File: config.mk
export PLATFORM = sky130hd
export DESIGN_NAME = branch_predictor
export DESIGN_NICKNAME = d
export VERILOG_FILES = /design/src/rtl/branch_predictor_pkg.sv /design/src/rtl/branch_predictor_bp_table.sv /design/src/rtl/branch_predictor.sv
export SDC_FILE = /design/constraint.sdc
export NUM_CORES = 1
export LEC_CHECK = 0
export ABC_AREA = 0
export CAP_MARGIN = 25
export CORE_ASPECT_RATIO = 1.1
export CORE_MARGIN = 10
export CORE_UTILIZATION = 55
export DETAILED_ROUTE_END_ITERATION = 10
export GPL_ROUTABILITY_DRIVEN = 0
export PLACE_DENSITY = 0.87
export SYNTH_ARGS = -nofsm -noshare
export SYNTH_HDL_FRONTEND = slang
export SYNTH_SLANG_ARGS = --single-unit
File: constraint.sdc
create_clock -name clk -period 4.89 [get_ports clk]
set_input_delay 0.489 -clock clk [delete_from_list [all_inputs] [get_ports clk]]
set_output_delay 0.489 -clock clk [all_outputs]
set_load 0.1 [all_outputs]
File: src/rtl/branch_predictor_pkg.sv
// -----------------------------------------------------------------------------
// branch_predictor_pkg
// Shared constants and helpers for the dynamic direction predictor.
//   - predict_o codes driven toward the PC-select logic
//   - 2-bit saturating counter encodings and their reset value
//   - cnt_train(): saturating counter update used by the table write port
// Optional feature macro used by the design: BP_GSHARE_EN (see branch_predictor).
// -----------------------------------------------------------------------------
package branch_predictor_pkg;

   // Prediction codes
   localparam logic [1:0] PRED_NONE   = 2'b00;
   localparam logic [1:0] PRED_TAKEN  = 2'b10;
   localparam logic [1:0] PRED_NTAKEN = 2'b01;

   // Counter states: bit 1 set means "predict taken"
   localparam logic [1:0] CNT_SNT   = 2'b00;
   localparam logic [1:0] CNT_WNT   = 2'b01;
   localparam logic [1:0] CNT_WT    = 2'b10;
   localparam logic [1:0] CNT_ST    = 2'b11;
   localparam logic [1:0] CNT_RESET = CNT_WNT;

   // Move one step toward the resolved direction, sticking at the ends.
   function automatic logic [1:0] cnt_train(input logic [1:0] cnt, input logic taken);
      logic [1:0] res;
      res = cnt;
      if (taken) begin
         if (cnt != CNT_ST) res = cnt + 2'd1;
      end else begin
         if (cnt != CNT_SNT) res = cnt - 2'd1;
      end
      return res;
   endfunction

endpackage

File: src/rtl/branch_predictor_bp_table.sv
// -----------------------------------------------------------------------------
// bp_table
// ENTRIES x 2-bit saturating counter array with one combinational read port
// and one saturating-update write port. All counters reset to weak-not-taken.
// Ports:
//   clk         core clock
//   rst         asynchronous active-low reset
//   rd_idx_i    read index
//   rd_cnt_o    counter at rd_idx_i (pre-update value during a same-cycle write)
//   wr_en_i     train the counter at wr_idx_i on this clock edge
//   wr_idx_i    write index
//   wr_taken_i  resolved direction: 1 increments, 0 decrements
// -----------------------------------------------------------------------------
module bp_table
   import branch_predictor_pkg::*;
#(
   parameter int ENTRIES = 32,
   parameter int IDX_W   = $clog2(ENTRIES)
) (
   input  logic             clk,
   input  logic             rst,
   input  logic [IDX_W-1:0] rd_idx_i,
   output logic [1:0]       rd_cnt_o,
   input  logic             wr_en_i,
   input  logic [IDX_W-1:0] wr_idx_i,
   input  logic             wr_taken_i
);

   logic [1:0] cnt_vec [ENTRIES];

   // One register per entry so each counter has its own reset and write enable.
   generate
      for (genvar gi = 0; gi < ENTRIES; gi++) begin : g_entry
         logic [1:0] cnt_q;
         logic [1:0] cnt_d;
         logic       hit;

         assign hit = wr_en_i && (wr_idx_i == IDX_W'(gi));

         always_comb begin
            cnt_d = cnt_q;
            if (hit) cnt_d = cnt_train(cnt_q, wr_taken_i);
         end

         always_ff @(posedge clk or negedge rst) begin
            if (!rst) cnt_q <= CNT_RESET;
            else      cnt_q <= cnt_d;
         end

         assign cnt_vec[gi] = cnt_q;
      end
   endgenerate

   // Read returns the stored value; a write in the same cycle shows up next cycle.
   assign rd_cnt_o = cnt_vec[rd_idx_i];

endmodule

File: src/rtl/branch_predictor.sv
// -----------------------------------------------------------------------------
// branch_predictor
// Dynamic 2-bit-counter direction predictor for the 3-stage RISC-V core.
// Looks up the decode-stage branch, remembers that lookup for one cycle and
// trains the same entry when the branch resolves in execute.
// Ports:
//   clk, rst            core clock, asynchronous active-low reset
//   stall_i             freezes pending lookup, training and lookup counting
//   flush_i             decode instruction squashed this cycle
//   pc_i, is_branch_i   decode-stage PC and conditional-branch flag
//   predict_o           00 none, 10 taken, 01 not-taken (combinational)
//   br_resolve_i        execute-stage branch resolved this cycle
//   br_taken_i          resolved direction
//   mispredict_o        resolved direction differs from the stored prediction
//   stat_clr_i          synchronous clear of both statistics counters
//   lookup_cnt_o        number of valid lookups (wraps at 2^32)
//   mispredict_cnt_o    number of mispredicts (wraps at 2^32)
// Optional feature: define BP_GSHARE_EN to XOR a global history register into
// the lookup index (gshare). Port list is identical either way.
// -----------------------------------------------------------------------------
module branch_predictor
   import branch_predictor_pkg::*;
#(
   parameter int ENTRIES = 32
) (
   input  logic        clk,
   input  logic        rst,
   input  logic        stall_i,
   input  logic        flush_i,
   input  logic [31:0] pc_i,
   input  logic        is_branch_i,
   output logic [1:0]  predict_o,
   input  logic        br_resolve_i,
   input  logic        br_taken_i,
   output logic        mispredict_o,
   input  logic        stat_clr_i,
   output logic [31:0] lookup_cnt_o,
   output logic [31:0] mispredict_cnt_o
);

   localparam int IDX_W = $clog2(ENTRIES);

   logic [IDX_W-1:0] pc_idx;
   logic [IDX_W-1:0] look_idx;
   logic [1:0]       rd_cnt;
   logic             look_taken;
   logic             lookup_valid;
   logic             res_valid;

   logic             pend_valid_q, pend_valid_d;
   logic [IDX_W-1:0] pend_idx_q,   pend_idx_d;
   logic             pend_pred_q,  pend_pred_d;

   logic [31:0]      lookup_cnt_q, lookup_cnt_d;
   logic [31:0]      mispredict_cnt_q, mispredict_cnt_d;

   // Only the word-index bits of the PC feed the table.
   logic unused_bits;
   assign unused_bits = ^{pc_i[31:IDX_W+2], pc_i[1:0], rd_cnt[0]};

   assign pc_idx = pc_i[IDX_W+1:2];

`ifdef BP_GSHARE_EN
   logic [IDX_W-1:0] ghr_q, ghr_d;

   assign look_idx = pc_idx ^ ghr_q;

   // History shifts in each trained outcome, youngest in bit 0.
   always_comb begin
      ghr_d = ghr_q;
      if (res_valid) ghr_d = {ghr_q[IDX_W-2:0], br_taken_i};
   end

   always_ff @(posedge clk or negedge rst) begin
      if (!rst) ghr_q <= '0;
      else      ghr_q <= ghr_d;
   end
`else
   assign look_idx = pc_idx;
`endif

   bp_table #(
      .ENTRIES (ENTRIES),
      .IDX_W   (IDX_W)
   ) u_table (
      .clk        (clk),
      .rst        (rst),
      .rd_idx_i   (look_idx),
      .rd_cnt_o   (rd_cnt),
      .wr_en_i    (res_valid),
      .wr_idx_i   (pend_idx_q),
      .wr_taken_i (br_taken_i)
   );

   assign look_taken   = rd_cnt[1];
   assign lookup_valid = is_branch_i & ~flush_i;

   always_comb begin
      predict_o = PRED_NONE;
      if (lookup_valid) predict_o = look_taken ? PRED_TAKEN : PRED_NTAKEN;
   end

   // A resolve only counts when it pairs with a lookup we actually recorded.
   assign res_valid    = br_resolve_i & pend_valid_q & ~stall_i;
   assign mispredict_o = res_valid & (br_taken_i != pend_pred_q);

   // Pending lookup: stores the (possibly hashed) index so training hits the
   // entry that was read.
   always_comb begin
      pend_valid_d = pend_valid_q;
      pend_idx_d   = pend_idx_q;
      pend_pred_d  = pend_pred_q;
      if (!stall_i) begin
         pend_valid_d = lookup_valid;
         pend_idx_d   = look_idx;
         pend_pred_d  = look_taken;
      end
   end

   always_ff @(posedge clk or negedge rst) begin
      if (!rst) begin
         pend_valid_q <= 1'b0;
         pend_idx_q   <= '0;
         pend_pred_q  <= 1'b0;
      end else begin
         pend_valid_q <= pend_valid_d;
         pend_idx_q   <= pend_idx_d;
         pend_pred_q  <= pend_pred_d;
      end
   end

   // Statistics: clear wins over any increment in the same cycle.
   always_comb begin
      lookup_cnt_d     = lookup_cnt_q;
      mispredict_cnt_d = mispredict_cnt_q;
      if (stat_clr_i) begin
         lookup_cnt_d     = '0;
         mispredict_cnt_d = '0;
      end else begin
         if (lookup_valid && !stall_i) lookup_cnt_d = lookup_cnt_q + 32'd1;
         if (mispredict_o)             mispredict_cnt_d = mispredict_cnt_q + 32'd1;
      end
   end

   always_ff @(posedge clk or negedge rst) begin
      if (!rst) begin
         lookup_cnt_q     <= '0;
         mispredict_cnt_q <= '0;
      end else begin
         lookup_cnt_q     <= lookup_cnt_d;
         mispredict_cnt_q <= mispredict_cnt_d;
      end
   end

   assign lookup_cnt_o     = lookup_cnt_q;
   assign mispredict_cnt_o = mispredict_cnt_q;

endmodule

==> impl_metrics.ini <==
[clock_tree]
cts_tree = done
clockRootBuffer = clkbuf_16
cts_buffers = 17
insertion_delay_ns = 0.42
clk_pin_slew_ns = 0.06
cts_htree_levels = 4
clkSinkCount = 135
cts_buffer_depth = 2
cts_hold_buffers = 0
cts_setup_buffers = 0
cts_resized = 0

[routing]
num_vias = 6554
wl_per_cell_um = 17.13
vias_per_cell = 6.125
drc = 0
routed_wl_um = 18330
drt-pass1-iter-count = 7
antenna_left = 0
first_iter_violations = 572

[place]
port_buffers = 79
pre_cts_ws_ns = 1.428
dp_hpwl_um = 12220
placed_area_um2 = 8199
dpl.cell_count = 1039

[synth]
synth_top_family_by_area = simple AND/OR/NAND/NOR gates
synth_warnings = 0
syn_area_um2 = 7294
yosysSeqAreaShare_pct = 46.86
synth_edf_count = 0
synth_xor_area_share_pct = 4.563
synth_simple_gate_area_share_pct = 24.34
synth_ff_type = dfrtp_1
muxShareOfSynthArea_pct = 3.533
avgSynthCellArea_um2 = 8.789
syn_inst = 830
synthAdderAreaFrac_pct = 0.3431
synth_compound_area_share_pct = 17.24
async_flop_share_pct = 100.0
syn-num-nets = 872
ys_types = 56
synth_seq_cells = 135

[grt]
grtUsageMet3_pct = 4.164
grt_max_degree = 107
antenna_found_initial = 0
grt_use_met1_pct = 24.64
track_usage_pct = 19.90
grt_pass1_vias = 6168
grt_use_met2_pct = 33.63
grt-busiest-layer = met2
grt_overflow = 0
grt_pass1_wl_um = 30060

[worst_setup_path]
r2r_slack_ns = 2.31
arrival_ns = 3.06
cp-end-kind = output pin
cp_max_fo = 13
critPathKind = in2out
startpoint_type = primary input
crit_required_ns = 4.40

[layout]
syn2layout_area_growth_pct = 20.24
stdcell_count = 1070
num_antenna_cells = 0
final_util_pct = 66.94
fillCellCount = 1021
final_cell_mix = dfrtp_1, o21ai_0, nor2_1
nNetsFinal = 939
fin_area_um2 = 8771
final_common_cell = dfrtp_1
layout-drive-gt1-share_pct = 10.12

[power]
max-vdd-ir-drop_v = 0.0002286
internal_power_uw = 1954
p_sw_uw = 629.6
p_sw_share_pct = 24.36
p_comb_share_pct = 6.5
leakage_uw = 0.003374
clkPwrFrac_pct = 48.3
power.density_nw_per_um2 = 294.6
seqPwrFrac_pct = 45.2

[sta]
relSlewSlack_pct = 31.91
fmax_ghz = 0.2814
hold_viol = 0
min_period_ns = 3.553
rsz0062_at_grt = false
setup_violations = 0
slew_violations = 0
tightest_slew_ns = 1.018
fin_setup_tns_ns = 0
layout_setup_ws_ns = 1.337
min_period_over_period_pct = 72.67
clock-skew-final_ns = 0.005240

[floorplanning]
boundaryPins = 107
core_area_um2 = 13100
dieArea_um2 = 18270
die_y_um = 140.8
dieWidth_um = 129.8
rows = 44
start_util_pct = 55.67

[run_status]
status = completed

[run]
drv_cap = 0

[min_path]
min_path_type = in2async
[cell usage after synthesis (all sizes together), types with 4 or more instances]
cell type,n,area [um2]
dfrtp,103,2577
xor2,12,105.1
and4,8,70.07
or4,5,41.29
nor3,17,85.08
a21oi,66,330.3
a211oi,5,37.54
nor4,12,81.33
buf,4,25.02
nand3b,7,52.55
and2,15,93.84
nor3b,8,60.06
nor2,94,352.8
nand4,11,68.82
and3,17,106.4
a31oi,16,100.1
o21ai,102,510.5
nand2,79,296.5
o31ai,7,52.55
a221o,5,50.05
dfstp,32,840.8
nand3,32,165.2
a22oi,4,30.03
nand2b,7,43.79
inv,18,67.56
clkbuf,35,131.4
mux2i,19,190.2
mux2,6,67.56
or3,22,137.6
xnor2,26,227.7
nor2b,5,31.28
[area by class of cell]
| cell class | instances | area, um2 | area share (%) |
|---|---|---|---|
| multi-input combinational | 637 | 3649 | 41.60 |
| sequential | 135 | 3418 | 38.97 |
| timing repair buffer | 87 | 859.6 | 9.800 |
| clock buffer | 19 | 442.9 | 5.050 |
| tap | 161 | 201.4 | 2.297 |
| clock inverter | 12 | 128.9 | 1.469 |
| inverter | 19 | 71.32 | 0.8131 |
[flip-flops by register name (all words and copies together) (netlist names)]
signal / flops
pend_valid_q: 1
pend_pred_q: 1
u_table.g_entry.cnt_q: 64
pend_idx_q: 5
lookup_cnt_o: 32
mispredict_cnt_o: 32
[critical path: stages]
cell and delay, ns:
clkdlybuf4s50_1 0.99, buf_4 0.30, mux2i_1 0.25, a21oi_1 0.13
nand3_1 0.11, o21ai_0 0.23, nor3_1 0.24, buf_4 0.32
[kinds of logic after synthesis]
| logic type | after synthesis |
|---|---|
| flops | 135 |
| simple gates | 350 |
| compound gates | 222 |
| fa+ha+maj | 2 |
| xor+xnor | 38 |
| buf+inv | 58 |
| mux | 25 |
[per-layer routing]
metal | wire length (um) | up-vias | share of wire [%]
li1 | - | 3107 | -
met1 | 7875 | 3194 | 43
met2 | 9064 | 223 | 49
met3 | 1094 | 30 | 6.0
met4 | 293 | 0 | 1.6
met5 | 0 | - | 0
[per-stage QoR]
| step | hold slack [ns] | total power [uW] |
|---|---|---|
| global placement | 0.4868 | 1344 |
| global route | 0.2584 | 2665 |
| CTS | 0.2360 | 2592 |
| detailed placement | 0.4924 | 1352 |
| floorplan | 0.1934 | 1280 |
| finish | 0.1883 | 2584 |
[power groups by stage]
stage	Clock [uW]	Combinational (uW)	Sequential (uW)
2_1_floorplan	0	93.5	1190
3_3_place_gp	0	160	1180
3_5_place_dp	0	166	1190
4_1_cts	1260	168	1170
5_1_grt	1310	184	1170
6_report	1250	168	1170
[path summary, 6_finish.rpt]
check	end	cells after the start	start
worst max-delay path	predict_o[0]	8	pc_i[3]
worst min-delay path	lookup_cnt_o[21]$_DFFE_PN0P_	1	rst
worst max register to register	mispredict_cnt_o[29]$_DFFE_PN0P_	5	mispredict_cnt_o[3]$_DFFE_PN0P_
worst min register to register	u_table.g_entry[10].cnt_q[0]$_DFFE_PN1P_	2	u_table.g_entry[10].cnt_q[0]$_DFFE_PN1P_
max in group asynchronous	u_table.g_entry[5].cnt_q[0]$_DFFE_PN1P_	2	rst
min in group clk	u_table.g_entry[10].cnt_q[0]$_DFFE_PN1P_	2	u_table.g_entry[10].cnt_q[0]$_DFFE_PN1P_
Note: power is estimated with default switching activity, not from simulation.
